File: config.mk
export PLATFORM = sky130hd
export DESIGN_NAME = burst_mem_slave_flat
export DESIGN_NICKNAME = d
export VERILOG_FILES = /design/src/rtl/burst_mem_pkg.sv /design/src/rtl/burst_mem_slave_if.sv /design/src/rtl/burst_mem_array.sv /design/src/rtl/burst_mem_slave.sv /design/src/flat_wrapper.sv
export SDC_FILE = /design/constraint.sdc
export NUM_CORES = 1
export LEC_CHECK = 0
export ABC_CLOCK_PERIOD_IN_PS = 2800
export CORE_UTILIZATION = 50
export CTS_CLUSTER_SIZE = 10
export DETAILED_ROUTE_END_ITERATION = 16
export GPL_TIMING_DRIVEN = 0
export PLACE_DENSITY_LB_ADDON = 0.2
export SETUP_SLACK_MARGIN = 0.15
export SLEW_MARGIN = 30
export SYNTH_ARGS = -nofsm -noshare
export SYNTH_HDL_FRONTEND = slang
export SYNTH_HIERARCHICAL = 1
export SYNTH_SLANG_ARGS = --single-unit
File: constraint.sdc
create_clock -name clock -period 2.8 [get_ports clock]
set_clock_uncertainty 0.15 [all_clocks]
set_input_delay 0.56 -clock clock [delete_from_list [all_inputs] [get_ports clock]]
set_output_delay 0.56 -clock clock [all_outputs]
set_load 0.05 [all_outputs]
File: src/rtl/burst_mem_pkg.sv
// Shared types and default widths for the burst memory target.
// Imported by the interface, the array and the top.
package burst_mem_pkg;

    localparam int DATA_W_DEF = 32;
    localparam int ADDR_W_DEF = 4;
    // Width of the burst length field and the remaining-beat counter.
    localparam int BEAT_W = 4;
    // Wait and read-latency counter width, covers 0..15.
    localparam int CNT_W = 4;

    typedef enum logic [2:0] {
        S_IDLE,
        S_WAIT,
        S_ACCEPT,
        S_WBURST,
        S_RLAT,
        S_RBURST
    } state_t;

endpackage

File: src/rtl/burst_mem_slave_if.sv
// Command/response bundle between the bus master FSM and the memory target.
// The master drives the request side; the slave answers with ready and read beats.
interface burst_mem_slave_if #(
    parameter int DATA_W = burst_mem_pkg::DATA_W_DEF,
    parameter int ADDR_W = burst_mem_pkg::ADDR_W_DEF,
    parameter int LEN_W  = burst_mem_pkg::BEAT_W
);

    logic              wr;
    logic              rd;
    logic [ADDR_W-1:0] address;
    logic [LEN_W-1:0]  length;
    logic [DATA_W-1:0] wdata;
    logic              ready;
    logic              rddatavalid;
    logic [DATA_W-1:0] rdata;

    modport master (
        output wr, rd, address, length, wdata,
        input  ready, rddatavalid, rdata
    );

    modport slave (
        input  wr, rd, address, length, wdata,
        output ready, rddatavalid, rdata
    );

endinterface

File: src/rtl/burst_mem_array.sv
// Register-file storage: one synchronous write port, one combinational read port.
// The whole array clears to zero on reset.
module burst_mem_array #(
    parameter int DATA_W = 32,
    parameter int ADDR_W = 4
) (
    input  logic              clock,
    input  logic              reset,
    input  logic              we,
    input  logic [ADDR_W-1:0] waddr,
    input  logic [DATA_W-1:0] wdata,
    input  logic [ADDR_W-1:0] raddr,
    output logic [DATA_W-1:0] rdata
);

    logic [DATA_W-1:0] mem [2**ADDR_W];

    // Clear on reset, otherwise store one word when enabled.
    always_ff @(posedge clock) begin
        if (reset) begin
            for (int i = 0; i < 2**ADDR_W; i++) begin
                mem[i] <= '0;
            end
        end else if (we) begin
            mem[waddr] <= wdata;
        end
    end

    assign rdata = mem[raddr];

endmodule

File: src/rtl/burst_mem_slave.sv
// Burst memory target: waits, accepts one command, then streams write or read beats.
// All outputs come straight from registers updated alongside the state.
module burst_mem_slave
    import burst_mem_pkg::*;
#(
    parameter int DATA_W       = DATA_W_DEF,
    parameter int ADDR_W       = ADDR_W_DEF,
    parameter int LEN_W        = BEAT_W,
    parameter int WAIT_CYCLES  = 1,
    parameter int READ_LATENCY = 1
) (
    input logic              clock,
    input logic              reset,
    burst_mem_slave_if.slave io
);

    state_t             state;
    logic [CNT_W-1:0]   cnt;
    logic [ADDR_W-1:0]  addr;
    logic [LEN_W-1:0]   left;
    logic               ready_q;
    logic               valid_q;
    logic [DATA_W-1:0]  rdata_q;

    logic               we;
    logic [ADDR_W-1:0]  waddr;
    logic [ADDR_W-1:0]  raddr;
    logic [DATA_W-1:0]  mem_rdata;

    assign io.ready       = ready_q;
    assign io.rddatavalid = valid_q;
    assign io.rdata       = rdata_q;

    burst_mem_array #(
        .DATA_W (DATA_W),
        .ADDR_W (ADDR_W)
    ) u_array (
        .clock (clock),
        .reset (reset),
        .we    (we),
        .waddr (waddr),
        .wdata (io.wdata),
        .raddr (raddr),
        .rdata (mem_rdata)
    );

    // Beat 0 uses the live command address; later beats use the address counter.
    always_comb begin
        we    = 1'b0;
        waddr = addr;
        raddr = addr;
        if (state == S_ACCEPT) begin
            waddr = io.address;
            raddr = io.address;
            we    = io.wr && (io.length != '0);
        end else if (state == S_WBURST) begin
            we = io.wr;
        end
    end

    // Command sequencing, counters and registered outputs.
    always_ff @(posedge clock) begin
        if (reset) begin
            state   <= S_IDLE;
            cnt     <= '0;
            addr    <= '0;
            left    <= '0;
            ready_q <= 1'b0;
            valid_q <= 1'b0;
            rdata_q <= '0;
        end else begin
            unique case (state)
                S_IDLE: begin
                    if (io.rd || io.wr) begin
                        cnt <= '0;
                        if (WAIT_CYCLES == 0) begin
                            state   <= S_ACCEPT;
                            ready_q <= 1'b1;
                        end else begin
                            state <= S_WAIT;
                        end
                    end
                end
                S_WAIT: begin
                    if (int'(cnt) >= WAIT_CYCLES - 1) begin
                        state   <= S_ACCEPT;
                        ready_q <= 1'b1;
                    end else begin
                        cnt <= cnt + CNT_W'(1);
                    end
                end
                S_ACCEPT: begin
                    ready_q <= 1'b0;
                    state   <= S_IDLE;
                    cnt     <= '0;
                    if (io.wr) begin
                        addr <= io.address + ADDR_W'(1);
                        left <= io.length - LEN_W'(1);
                        if (io.length > LEN_W'(1)) begin
                            state   <= S_WBURST;
                            ready_q <= 1'b1;
                        end
                    end else if (io.rd && io.length != '0) begin
                        if (READ_LATENCY <= 1) begin
                            state   <= S_RBURST;
                            valid_q <= 1'b1;
                            rdata_q <= mem_rdata;
                            addr    <= io.address + ADDR_W'(1);
                            left    <= io.length - LEN_W'(1);
                        end else begin
                            state <= S_RLAT;
                            addr  <= io.address;
                            left  <= io.length;
                        end
                    end
                end
                S_WBURST: begin
                    if (io.wr) begin
                        addr <= addr + ADDR_W'(1);
                        left <= left - LEN_W'(1);
                        if (left == LEN_W'(1)) begin
                            state   <= S_IDLE;
                            ready_q <= 1'b0;
                        end
                    end
                end
                S_RLAT: begin
                    if (int'(cnt) >= READ_LATENCY - 2) begin
                        state   <= S_RBURST;
                        valid_q <= 1'b1;
                        rdata_q <= mem_rdata;
                        addr    <= addr + ADDR_W'(1);
                        left    <= left - LEN_W'(1);
                    end else begin
                        cnt <= cnt + CNT_W'(1);
                    end
                end
                S_RBURST: begin
                    if (left == '0) begin
                        state   <= S_IDLE;
                        valid_q <= 1'b0;
                        rdata_q <= '0;
                    end else begin
                        rdata_q <= mem_rdata;
                        addr    <= addr + ADDR_W'(1);
                        left    <= left - LEN_W'(1);
                    end
                end
                default: state <= S_IDLE;
            endcase
        end
    end

endmodule

File: src/flat_wrapper.sv
// flat-port wrapper written by rule: the top's interface ports become plain ports
module burst_mem_slave_flat import burst_mem_pkg::*;
#(
    parameter int DATA_W       = DATA_W_DEF,
    parameter int ADDR_W       = ADDR_W_DEF,
    parameter int LEN_W        = BEAT_W,
    parameter int WAIT_CYCLES  = 1,
    parameter int READ_LATENCY = 1
)
  (clock, reset, io_wr, io_rd, io_address, io_length, io_wdata, io_ready, io_rddatavalid, io_rdata);
  burst_mem_slave_if #(.DATA_W(DATA_W), .ADDR_W(ADDR_W), .LEN_W(LEN_W)) io_i ();
  input logic clock;
  input logic reset;
  input wire logic [$bits(io_i.wr)-1:0] io_wr;
  input wire logic [$bits(io_i.rd)-1:0] io_rd;
  input wire logic [$bits(io_i.address)-1:0] io_address;
  input wire logic [$bits(io_i.length)-1:0] io_length;
  input wire logic [$bits(io_i.wdata)-1:0] io_wdata;
  output wire logic [$bits(io_i.ready)-1:0] io_ready;
  output wire logic [$bits(io_i.rddatavalid)-1:0] io_rddatavalid;
  output wire logic [$bits(io_i.rdata)-1:0] io_rdata;
  assign io_i.wr = io_wr;
  assign io_i.rd = io_rd;
  assign io_i.address = io_address;
  assign io_i.length = io_length;
  assign io_i.wdata = io_wdata;
  assign io_ready = io_i.ready;
  assign io_rddatavalid = io_i.rddatavalid;
  assign io_rdata = io_i.rdata;
  burst_mem_slave #(.DATA_W(DATA_W), .ADDR_W(ADDR_W), .LEN_W(LEN_W), .WAIT_CYCLES(WAIT_CYCLES), .READ_LATENCY(READ_LATENCY)) u_core (.clock(clock), .reset(reset), .io(io_i));
endmodule
==> flow_summary.yaml, run 1 <==
timing:
  rsz0062_at_grt: "yes"
  setup_violations: 95
  hold_violations: 0
  max_slew.worst_pin.slew_ns: 0.810
  max_slew_margin: 0.454
  setup_ws_ns: -0.0681
  fin_crit_sh: 1.02
  holdWs_ns: 0.216
  fmax_mhz: 349
  fin_crit_ns: 2.87
  report.final.slew_viol_count: 0
critical_path:
  endpoint_kind: "flip-flop"
  rrSetupSlack_ns: -0.07
  rr_endpoint: "u_core/io.rdata[20]"
  crit_path_end: "u_core/io.rdata[20]"
  cp_max_fo: 10
  cp_data_required_time_ns: 3.19
  crit_start: "u_core/state[2]"
  rr_startpoint: "u_core/state[2]"
  crit_path_start_kind: "flip-flop"
  cp.arrival_ns: 3.26
  reg2reg_depth: 10
  setup.worst_path.class: "reg -> reg"
drt:
  num_vias: 16000
  wl_met3_mm: 7.70
  highest_layer: "met5"
  firstDrtPassIters: 6
  antenna_left: 0
  wire_per_inst_um: 28.1
  drc: 0
  totalWireLength_mm: 75.6
  wl_met2_mm: 37.1
  drt-initial-drc-count: 2036
  wl_met1_mm: 27.5
  via_per_inst: 5.96
layout:
  drive_gt1_frac: 0.316
  syn_to_final_growth_pct: 27.5
  register_area_um2: 16300
  multi_input_area_um2: 8910
  nFillCells: 3317
  fin_nets: 2032
  post-route-util: 0.648
run_status:
  violations: "setup timing"
  status: "finished, violations left"
die:
  die-area_um2: 50800
  fp.coreArea_um2: 49200
  initial_core_util: 0.508
  rows: 81
  die_x_um: 225
  num_io_pins: 78
  die_h_um: 225
clock_tree:
  cts_sinks: 557
  hold_buffers: 0
  clockBufferDepth: 3
  root_buffer: "clkbuf_16"
  cts.clk_slew.worst_paths_ns: 0.06
  cts.htree.levels: 2
  numCtsBuffers: 61
  cts_tree: "built"
  insertion_delay_ns: 0.63
synth:
  synth.distinct_cells: 52
  synth_compound_area_frac: 0.0334
  syn_inst: 1681
  yosys-mux-area-fraction: 0.118
  synth_top_family_by_area: "simple AND/OR/NAND/NOR gates"
  ys.flop_type: "edfxtp_1"
  ys_warn_count: 6
  avgSynthCellArea_um2: 14.9
  post_synth_fa_ha_maj_area_fraction: 0.00301
  synthArstFlopShare: 0
  ys_seq_area_frac: 0.652
  netlist_area_um2: 25000
  synth_edf_count: 512
  synthSimpleGateAreaFrac: 0.170
  ys_seq_elements: 557
  syn-num-nets: 1731
  synth_xor_area_frac: 0.00105
power:
  p_seq_frac: 0.468
  netSwitchingFraction: 0.256
  switchingPower_uw: 5180
  peakVddDrop_mv: 0.516
  p_int_uw: 15100
  pwr-share-comb: 0.177
  leakage_uw: 0.0116
  powerDensity_nw_per_um2: 636
  p_clk_frac: 0.355
global_routing:
  grt-ovfl-total: 0
  first_global_vias: 15600
  track_usage: 0.282
  grt_pass1_wl_mm: 102
  antenna_found_initial: 6
  grt_max_degree: 21
placement:
  io_buffer_count: 77
  dp_hpwl_mm: 41.0
  gp_congestion: 0.842
hold_path:
  min_path_type: "in -> reg"
job:
  maxCapViolations: 0
==> worst max-delay path, cell delays in order, from the launching register on <==
cell and delay, ns:
dfxtp_4 0.35, nor3b_4 0.21, buf_6 0.16, mux2_4 0.21, and2_1 0.13, clkbuf_1 0.53, clkbuf_2 0.45, a22oi_1 0.15
nand2_2 0.20, nand3_2 0.09, a21oi_2 0.13
==> final cells by class <==
cell class	instances	share of cell area
inverters	6	0.00134
repair buffers	220	0.0921
clock inverters	1	0.000511
flip-flops and latches	557	0.511
multi-input cells	998	0.280
plain buffers	138	0.0355
clock buffers	101	0.0533
well taps	664	0.0261
diodes	2	0.000157
==> cells in the final DEF (no fill, tap or decap), drive strengths merged, types with 9 or more instances in the layout <==
cell type      instances
clkdlybuf4s50         75
buf                  176
nand2                 99
nand3                 21
a22oi                 64
or2                   34
and2                 515
o21ai                  9
edfxtp               512
clkbuf               207
dfxtp                 45
mux4                 128
nor2                  26
nor3                   9
a21oi                 44
==> routing by layer <==
layer / vias to the layer above / GRT usage
met5: - / 0
met1: 8122 / 0.369
li1: 6789 / -
met4: 2 / 0.124
met2: 927 / 0.471
met3: 180 / 0.0403
==> flip-flops by register name, summed over array words and instances (netlist names) <==
register and count:
u_core/addr 4, u_core/io.rdata 32, u_core/io.rddatavalid 1, u_core/io.ready 1
u_core/left 4, u_core/state 3, u_core/u_array/mem 512
==> synthesized netlist by cell type, types with 3 or more instances <==
cell,instances,area (µm²)
edfxtp_1,512,15400
and2_1,482,3020
mux4_2,128,2880
clkbuf_1,101,379
nand2_1,99,372
a22oi_1,64,480
dfxtp_1,45,901
a21oi_1,44,220
and2_2,32,240
buf_2,24,120
nor2_1,22,82.6
nand3_1,21,105
or2_2,16,100
o21ai_0,9,45.0
nor3_1,7,35.0
buf_1,6,22.5
clkbuf_2,6,30.0
ha_1,6,75.1
inv_1,6,22.5
mux2_2,5,56.3
nand2b_1,3,18.8
nand4b_1,3,26.3
nand4bb_1,3,33.8
nor2_4,3,33.8
nor2b_1,3,18.8
==> power groups by stage <==
stage	logic [µW]	registers [µW]	clock network, µW
2_1_floorplan	1580	9680	0
4_1_cts	2990	9470	7260
6_report	3580	9480	7200
5_1_grt	3700	9510	7550
3_5_place_dp	2550	9650	0
3_3_place_gp	2520	9630	0
==> metrics by stage <==
step | cell area [µm²] | std cells | total power, µW | setup slack (ns) | TNS (ns)
4_1_cts | 30200 | 2614 | 19700 | -0.00209 | -0.00209
6_report | 31900 | 2687 | 20300 | -0.0681 | -2.30
3_3_place_gp | 26700 | 2422 | 12200 | -1.56 | -1065.27
5_1_grt | 31900 | 2686 | 20800 | -0.0813 | -6.22
3_5_place_dp | 26700 | 2422 | 12200 | -1.29 | -1050.88
2_1_floorplan | 25100 | 1681 | 11300 | 0.0248 | 0
==> cell families (layout without fill, tap and decap cells) <==
| logic type | Yosys count | after routing |
|---|---|---|
| mux | 133 | 134 |
| compound gates | 127 | 127 |
| xor+xnor | 3 | 3 |
| simple gates | 710 | 728 |
| other cells | 0 | 2 |
| buf+inv | 145 | 466 |
| flops | 557 | 557 |
| fa+ha+maj | 6 | 6 |
==> how the worst min path moves through the flow <==
stage | from | cells after the start | to
floorplan | u_core/left[1] | 2 | u_core/left[1]
global placement | u_core/io.rdata[19] | 2 | u_core/io.rdata[19]
detailed placement | u_core/io.rdata[12] | 2 | u_core/io.rdata[12]
CTS | u_core/io.rdata[12] | 2 | u_core/io.rdata[12]
global route | io_length[0] | 4 | u_core/left[0]
finish | io_length[0] | 4 | u_core/left[0]
==> what timing repair did <==
item                                     CTS  global route
gates resized for setup                  198           226
gates cloned                              18            21
endpoints found under the setup margin  1033           831
pin swaps                                 28            80
buffers inserted                          72            50
Note: power is estimated with default switching activity, not from simulation.
==> run 2: changes to the inputs <==
- CAP_MARGIN: unset -> 10
==> results of run 2 <==
Same layout as run 1: the final DEF is identical, and so are final timing and power.
